--- config.mk ---
export PLATFORM = sky130hd
export DESIGN_NAME = if_stage_flat
export DESIGN_NICKNAME = d
export VERILOG_FILES = /design/src/rtl/if_stage_pkg.sv /design/src/rtl/if_stage_if.sv /design/src/rtl/if_stage_pc_reg.sv /design/src/rtl/if_stage.sv /design/src/flat_wrapper.sv
export SDC_FILE = /design/constraint.sdc
export NUM_CORES = 1
export LEC_CHECK = 0
export ABC_AREA = 1
export BUFFER_PORTS_ARGS = -buffer_cell sky130_fd_sc_hd__buf_2
export CORE_ASPECT_RATIO = 1.1
export CORE_MARGIN = 2
export CORE_UTILIZATION = 50
export CTS_BUF_LIST = sky130_fd_sc_hd__clkbuf_16
export DETAILED_ROUTE_END_ITERATION = 7
export PLACE_DENSITY_LB_ADDON = 0.25
export SYNTH_ARGS = -nofsm -noshare
export SYNTH_HDL_FRONTEND = slang
export SYNTH_SLANG_ARGS = --single-unit
--- constraint.sdc ---
create_clock -name clk -period 2.96 [get_ports clk]
set_input_delay 0.296 -clock clk [delete_from_list [all_inputs] [get_ports clk]]
set_output_delay 0.296 -clock clk [all_outputs]
set_load 0.02 [all_outputs]
--- src/rtl/if_stage_pkg.sv ---
// if_stage_pkg: shared widths, NOP encoding and fetch-control priority encoding
// Used by: if_stage, pc_reg (import if_stage_pkg::*)
package if_stage_pkg;
    localparam int INSTR_W = 32;
    localparam int ADDR_W  = 32;
    localparam logic [INSTR_W-1:0] NOP_INSTR = 32'h0;
    // Per-cycle fetch action.
    // Bit 1 set means that IF/ID loads a bubble this edge.
    localparam logic [1:0] CTL_ADV    = 2'd0;
    localparam logic [1:0] CTL_HOLD   = 2'd1;
    localparam logic [1:0] CTL_FLUSH  = 2'd2;
    localparam logic [1:0] CTL_BRANCH = 2'd3;
    // Priority, highest first: branch, flush, freeze, sequential advance.
    // Reset is handled separately, because it is asynchronous.
    function automatic logic [1:0] ctl_sel(input logic branch, input logic flush, input logic freeze);
        return branch ? CTL_BRANCH : flush ? CTL_FLUSH : freeze ? CTL_HOLD : CTL_ADV;
    endfunction
endpackage

--- src/rtl/if_stage_if.sv ---
// if_stage_if: instruction-memory fetch bus
// Signals:
//   imem_addr - byte address, driven by the fetch stage
//   imem_data - instruction word, returned combinationally by the memory
// Modports: master (fetch stage), slave (instruction memory)
interface if_stage_if;
    import if_stage_pkg::*;
    logic [ADDR_W-1:0]  imem_addr;
    logic [INSTR_W-1:0] imem_data;
    modport master (output imem_addr, input imem_data);
    modport slave  (input imem_addr, output imem_data);
endinterface

--- src/rtl/if_stage_pc_reg.sv ---
// pc_reg: program counter with asynchronous reset, load enable and redirect mux
// Ports:
//   clk, rst   - clock, asynchronous active-high reset (the PC loads RESET_PC)
//   i_load_en  - advance the PC by PC_STEP
//   i_redirect - load the word-aligned i_target; this overrides i_load_en
//   i_target   - redirect byte address
//   o_pc       - current PC
//   o_pc_inc   - PC + PC_STEP, which wraps modulo 2^ADDR_W
module pc_reg
    import if_stage_pkg::*;
#(
    parameter logic [ADDR_W-1:0] RESET_PC = '0,
    parameter int unsigned       PC_STEP  = 4
) (
    input  logic              clk,
    input  logic              rst,
    input  logic              i_load_en,
    input  logic              i_redirect,
    input  logic [ADDR_W-1:0] i_target,
    output logic [ADDR_W-1:0] o_pc,
    output logic [ADDR_W-1:0] o_pc_inc
);
    logic [ADDR_W-1:0] r_pc;

    assign o_pc     = r_pc;
    assign o_pc_inc = r_pc + ADDR_W'(PC_STEP);

    always_ff @(posedge clk or posedge rst) begin
        if (rst)
            r_pc <= RESET_PC;
        else if (i_redirect)
            r_pc <= i_target & ~ADDR_W'(3);
        else if (i_load_en)
            r_pc <= o_pc_inc;
    end
endmodule

--- src/rtl/if_stage.sv ---
// if_stage: instruction fetch stage with PC and IF/ID pipeline register
// Optional feature: define IF_PERF_CNT_EN to add the o_fetch_cnt and o_stall_cnt counters.
// Ports:
//   clk, rst        - clock, asynchronous active-high reset
//   i_freeze        - hazard stall: hold the PC and IF/ID
//   i_branch_taken  - redirect fetch to i_branch_addr and squash IF/ID
//   i_branch_addr   - redirect target byte address
//   i_flush         - squash IF/ID without changing the PC
//   imem            - fetch bus (master): imem_addr = PC, imem_data combinational
//   o_pc_out        - PC+PC_STEP of the instruction held in IF/ID
//   o_instr_out     - instruction word held in IF/ID
//   o_fetch_cnt     - (IF_PERF_CNT_EN) count of sequential captures
//   o_stall_cnt     - (IF_PERF_CNT_EN) count of freeze-hold cycles
//   o_valid_out     - IF/ID holds a real fetched instruction
module if_stage
    import if_stage_pkg::*;
#(
    parameter logic [ADDR_W-1:0] RESET_PC = 32'h0000_0000,
    parameter int unsigned       PC_STEP  = 4
) (
    input  logic               clk,
    input  logic               rst,
    input  logic               i_freeze,
    input  logic               i_branch_taken,
    input  logic [ADDR_W-1:0]  i_branch_addr,
    input  logic               i_flush,
    if_stage_if.master         imem,
    output logic [ADDR_W-1:0]  o_pc_out,
    output logic [INSTR_W-1:0] o_instr_out,
`ifdef IF_PERF_CNT_EN
    output logic [31:0]        o_fetch_cnt,
    output logic [31:0]        o_stall_cnt,
`endif
    output logic               o_valid_out
);
    logic [1:0]        w_ctl;
    logic [ADDR_W-1:0] w_pc;
    logic [ADDR_W-1:0] w_pc_inc;

    assign w_ctl = ctl_sel(i_branch_taken, i_flush, i_freeze);

    // A flush alone still advances the PC.
    // Freeze holds the PC unless a branch redirects it.
    pc_reg #(
        .RESET_PC (RESET_PC),
        .PC_STEP  (PC_STEP)
    ) u_pc_reg (
        .clk        (clk),
        .rst        (rst),
        .i_load_en  (!i_freeze),
        .i_redirect (i_branch_taken),
        .i_target   (i_branch_addr),
        .o_pc       (w_pc),
        .o_pc_inc   (w_pc_inc)
    );

    assign imem.imem_addr = w_pc;

    always_ff @(posedge clk or posedge rst) begin
        if (rst) begin
            o_pc_out    <= '0;
            o_instr_out <= NOP_INSTR;
            o_valid_out <= 1'b0;
        end else if (w_ctl[1]) begin
            o_pc_out    <= '0;
            o_instr_out <= NOP_INSTR;
            o_valid_out <= 1'b0;
        end else if (w_ctl == CTL_ADV) begin
            o_pc_out    <= w_pc_inc;
            o_instr_out <= imem.imem_data;
            o_valid_out <= 1'b1;
        end
    end

`ifdef IF_PERF_CNT_EN
    always_ff @(posedge clk or posedge rst) begin
        if (rst) begin
            o_fetch_cnt <= '0;
            o_stall_cnt <= '0;
        end else begin
            if (w_ctl == CTL_ADV)
                o_fetch_cnt <= o_fetch_cnt + 32'd1;
            if (w_ctl == CTL_HOLD)
                o_stall_cnt <= o_stall_cnt + 32'd1;
        end
    end
`endif
endmodule

--- src/flat_wrapper.sv ---
// flat-port wrapper written by rule: the top's interface ports become plain ports
module if_stage_flat import if_stage_pkg::*;
#(
    parameter logic [ADDR_W-1:0] RESET_PC = 32'h0000_0000,
    parameter int unsigned       PC_STEP  = 4
)
  (clk, rst, i_freeze, i_branch_taken, i_branch_addr, i_flush, o_pc_out, o_instr_out, o_valid_out, imem_imem_addr, imem_imem_data);
  if_stage_if imem_i ();
  input  logic clk;
  input  logic rst;
  input  logic i_freeze;
  input  logic i_branch_taken;
  input  logic [ADDR_W-1:0] i_branch_addr;
  input  logic i_flush;
  output logic [ADDR_W-1:0] o_pc_out;
  output logic [INSTR_W-1:0] o_instr_out;
  output logic o_valid_out;
  output wire logic [$bits(imem_i.imem_addr)-1:0] imem_imem_addr;
  input wire logic [$bits(imem_i.imem_data)-1:0] imem_imem_data;
  assign imem_imem_addr = imem_i.imem_addr;
  assign imem_i.imem_data = imem_imem_data;
  if_stage #(.RESET_PC(RESET_PC), .PC_STEP(PC_STEP)) u_core (.clk(clk), .rst(rst), .i_freeze(i_freeze), .i_branch_taken(i_branch_taken), .i_branch_addr(i_branch_addr), .i_flush(i_flush), .imem(imem_i), .o_pc_out(o_pc_out), .o_instr_out(o_instr_out), .o_valid_out(o_valid_out));
endmodule
==> impl_results.md <==
- Status: completed
- Reg2reg setup slack: between 1 and 1.5 ns
- Setup Crit Path Kind: in2reg
- Final period util: just over 60%
- Seq/Total Area, Yosys: 51.2%
- Setup Viol. Count Final: 0
- Met1 WL: 4800 microns
- Initial antenna violation count: 0
- Clk root buf: clkbuf_16
- Final Util: 64.7%
- Max FO, Critical Path: 38
- Post-CTS Setup Bufs: 0
- Antenna Diode Count: 0
- Worst-margin pin slew: approximately 1.0 ns
- IO Pins: 166
- Area Overhead vs Synth: 26.3%
- Fmax: 0.544 GHz
- Setup TNS: 0 ns
- Global-route wire length before repair: 18,900 microns
- Max incr delay on CP: slightly above 0.6 ns
- Syn Area/Cell: around 8.4 sq um
- CP endpoint kind: register
- Final #Nets: 771
- Max VDD drop: 0.000328 V
- Routability Congestion: 0.882
- Arrival @ worst endpoint: 2.08 ns
- Synthesized instance count: 543
- Largest net degree at the start of global routing: 62
- Commonest non-fill, non-tap cell in the layout: nand2_1
- Max layer used: met4
- Power density over the cells: 539 nW/um^2
- Hold-fix buffers, CTS: 0
- Total GRT Usage: between 20 and 25%
- Final Max Slew Viols: 0
- Routed Antenna Nets: 0
- Crit path buf inv count: 3
- Effective utilization at floorplan: 51.2%
- Max clock buf depth: 2
- Die width: 94.9 microns
- Commonest non-fill, non-tap cells in the layout: 222 x nand2_1, 159 x buf_2, 93 x dfrtp_1
- Rel. slew slack: 30.9%
- Met3 wire len: 860 microns
- Vias per cell: roughly 5.0
- Flops & latches, synth: 93
- CTS sink count: 93
- Row cnt: 36
- Die Area: 9870 sq um
- Gr ovfl total: 0
- Post-CTS Resized: 0
- Post-route DRC: 0
- IO buf count: 159
- Critical Path Source Type: input port
- Skew final: around 0.0083 ns
- Clock Latency Late Sink: 0.33 ns
- Reg clk slew, reported paths: 0.06 ns
- Initial DRC Count: roughly 200
- Vias in the first global route: 3,951
- Crit-path cells: buf_2 > nor2_1 > inv_2 > nor2_4 > buf_4 > nand2_1 > o21ai_0
- TritonCTS clock tree: built
- MaxCap Viol Count: 0
- Share of cells above drive strength 1: 28.5%
- Vias: roughly 4,100
- Post-Route WL: 11,700 microns
- Cell Area, Placed: 5440 sq um
- DRT Pass-1 Iters: 4
- Dpl hpwl: 8580 microns
- Post-synthesis instance area: between 4000 and 5000 sq um
- YS warnings: 0
- RSZ-0062 raised after global routing: no
- Min Tclk post-route: 1.84 ns
- DR WL met2: 5890 microns
- # H-tree levels: 3
- Number of distinct library cells after synthesis: 24
- Slowest cell on the critical path: nor2_4
- Core area: between 8000 and 9000 sq um
- Hold Crit Class: in2reg
- Delay-heaviest family, CP: simple AND/OR/NAND/NOR gates
- Cts bufs inserted: 9
- Drt wl/cell: 14.3 microns
- Post-route cell area: 5740 sq um
- Data required, critical path: between 3 and 4 ns
- Leak pwr: 0.00327 uW
- Die height: ~100 microns
- Final Hold Viols: 0
state kept, by name, summed over array words and instances (netlist names):
register / flops
u_core.o_instr_out: 32
u_core.o_pc_out: 30
u_core.u_pc_reg.o_pc: 30
u_core.o_valid_out: 1
layout make-up:
type / count / area [sq um]
flip-flops and latches: 93 / 2330
fillers: 782 / 3130
well taps: 114 / 143
repair buffers: 168 / 863
clock inverters: 7 / 83.8
clock buffers: 9 / 225
multi-input cells: 379 / 1910
inverters: 50 / 189
power breakdown:
| part | internal (uW) | total [uW] | leakage, uW | switching [uW] |
|---|---|---|---|---|
| sequential | 1340 | 1420 | 0.00123 | 81.2 |
| combinational | 171 | 493 | 0.00188 | 322 |
| clock | 729 | 1180 | 0.000161 | 450 |
| total | 2240 | 3100 | 0.00327 | 854 |
through the flow:
step                instances  total power, uW  setup WS (ns)  hold WS, ns
floorplan                 546             1750          0.244        0.425
global placement          804             1930          0.852        0.460
detailed placement        804             1940          0.778        0.462
CTS                       820             3130           1.12        0.169
global route              820             3240          0.987        0.173
finish                    820             3100           1.12        0.174
cells in the mapped netlist:
cell type | instances | area (sq um)
dfrtp_1 | 93 | 2330
nor2_1 | 30 | 113
a22o_1 | 44 | 385
conb_1 | 1 | 3.75
ha_1 | 1 | 12.5
o211ai_1 | 5 | 37.5
nor2_4 | 9 | 101
buf_2 | 12 | 60.1
buf_1 | 1 | 3.75
buf_4 | 8 | 60.1
inv_1 | 49 | 184
xnor2_1 | 2 | 17.5
clkbuf_1 | 3 | 11.3
and2_1 | 2 | 12.5
nand3_1 | 14 | 70.1
nand4_1 | 1 | 6.26
nand2_4 | 2 | 22.5
nand2_1 | 222 | 833
xor2_1 | 13 | 114
nand2_2 | 2 | 12.5
o21bai_1 | 3 | 22.5
o21ai_0 | 19 | 95.1
inv_2 | 1 | 3.75
nor2_2 | 6 | 37.5
path summary, 6_finish.rpt:
kind                                                      from                                  to  depth (start not counted)
max                                             i_branch_taken      u_core.o_pc_out[9]$_DFFE_PP0P_                          7
min                                         imem_imem_data[25]  u_core.o_instr_out[25]$_DFFE_PP0P_                          2
max reg2reg                u_core.u_pc_reg.o_pc[2]$_DFFE_PP0N_     u_core.o_pc_out[24]$_DFFE_PP0P_                         10
min reg2reg                    u_core.o_pc_out[10]$_DFFE_PP0P_     u_core.o_pc_out[10]$_DFFE_PP0P_                          2
max in group asynchronous                                  rst  u_core.o_instr_out[11]$_DFFE_PP0P_                          3
min in group asynchronous                                  rst   u_core.o_instr_out[4]$_DFFE_PP0P_                          2
metal layers:
layer	GRT usage, %	vias to the layer above
li1	-	2032
met1	31.0	1877
met2	41.7	151
met3	3.55	12
met4	9.11	0
met5	0	-
logic make-up after synthesis:
kind of cell	share of synthesized area, %
buffers and inverters	7.10
and+or+nand+nor	26.6
other	0.0825
adders and majority gates	0.275
DFF	51.2
AOI/OAI and AO/OA	11.9
xor gates and xnor gates	2.89
Power figures use the tool's default switching activity.
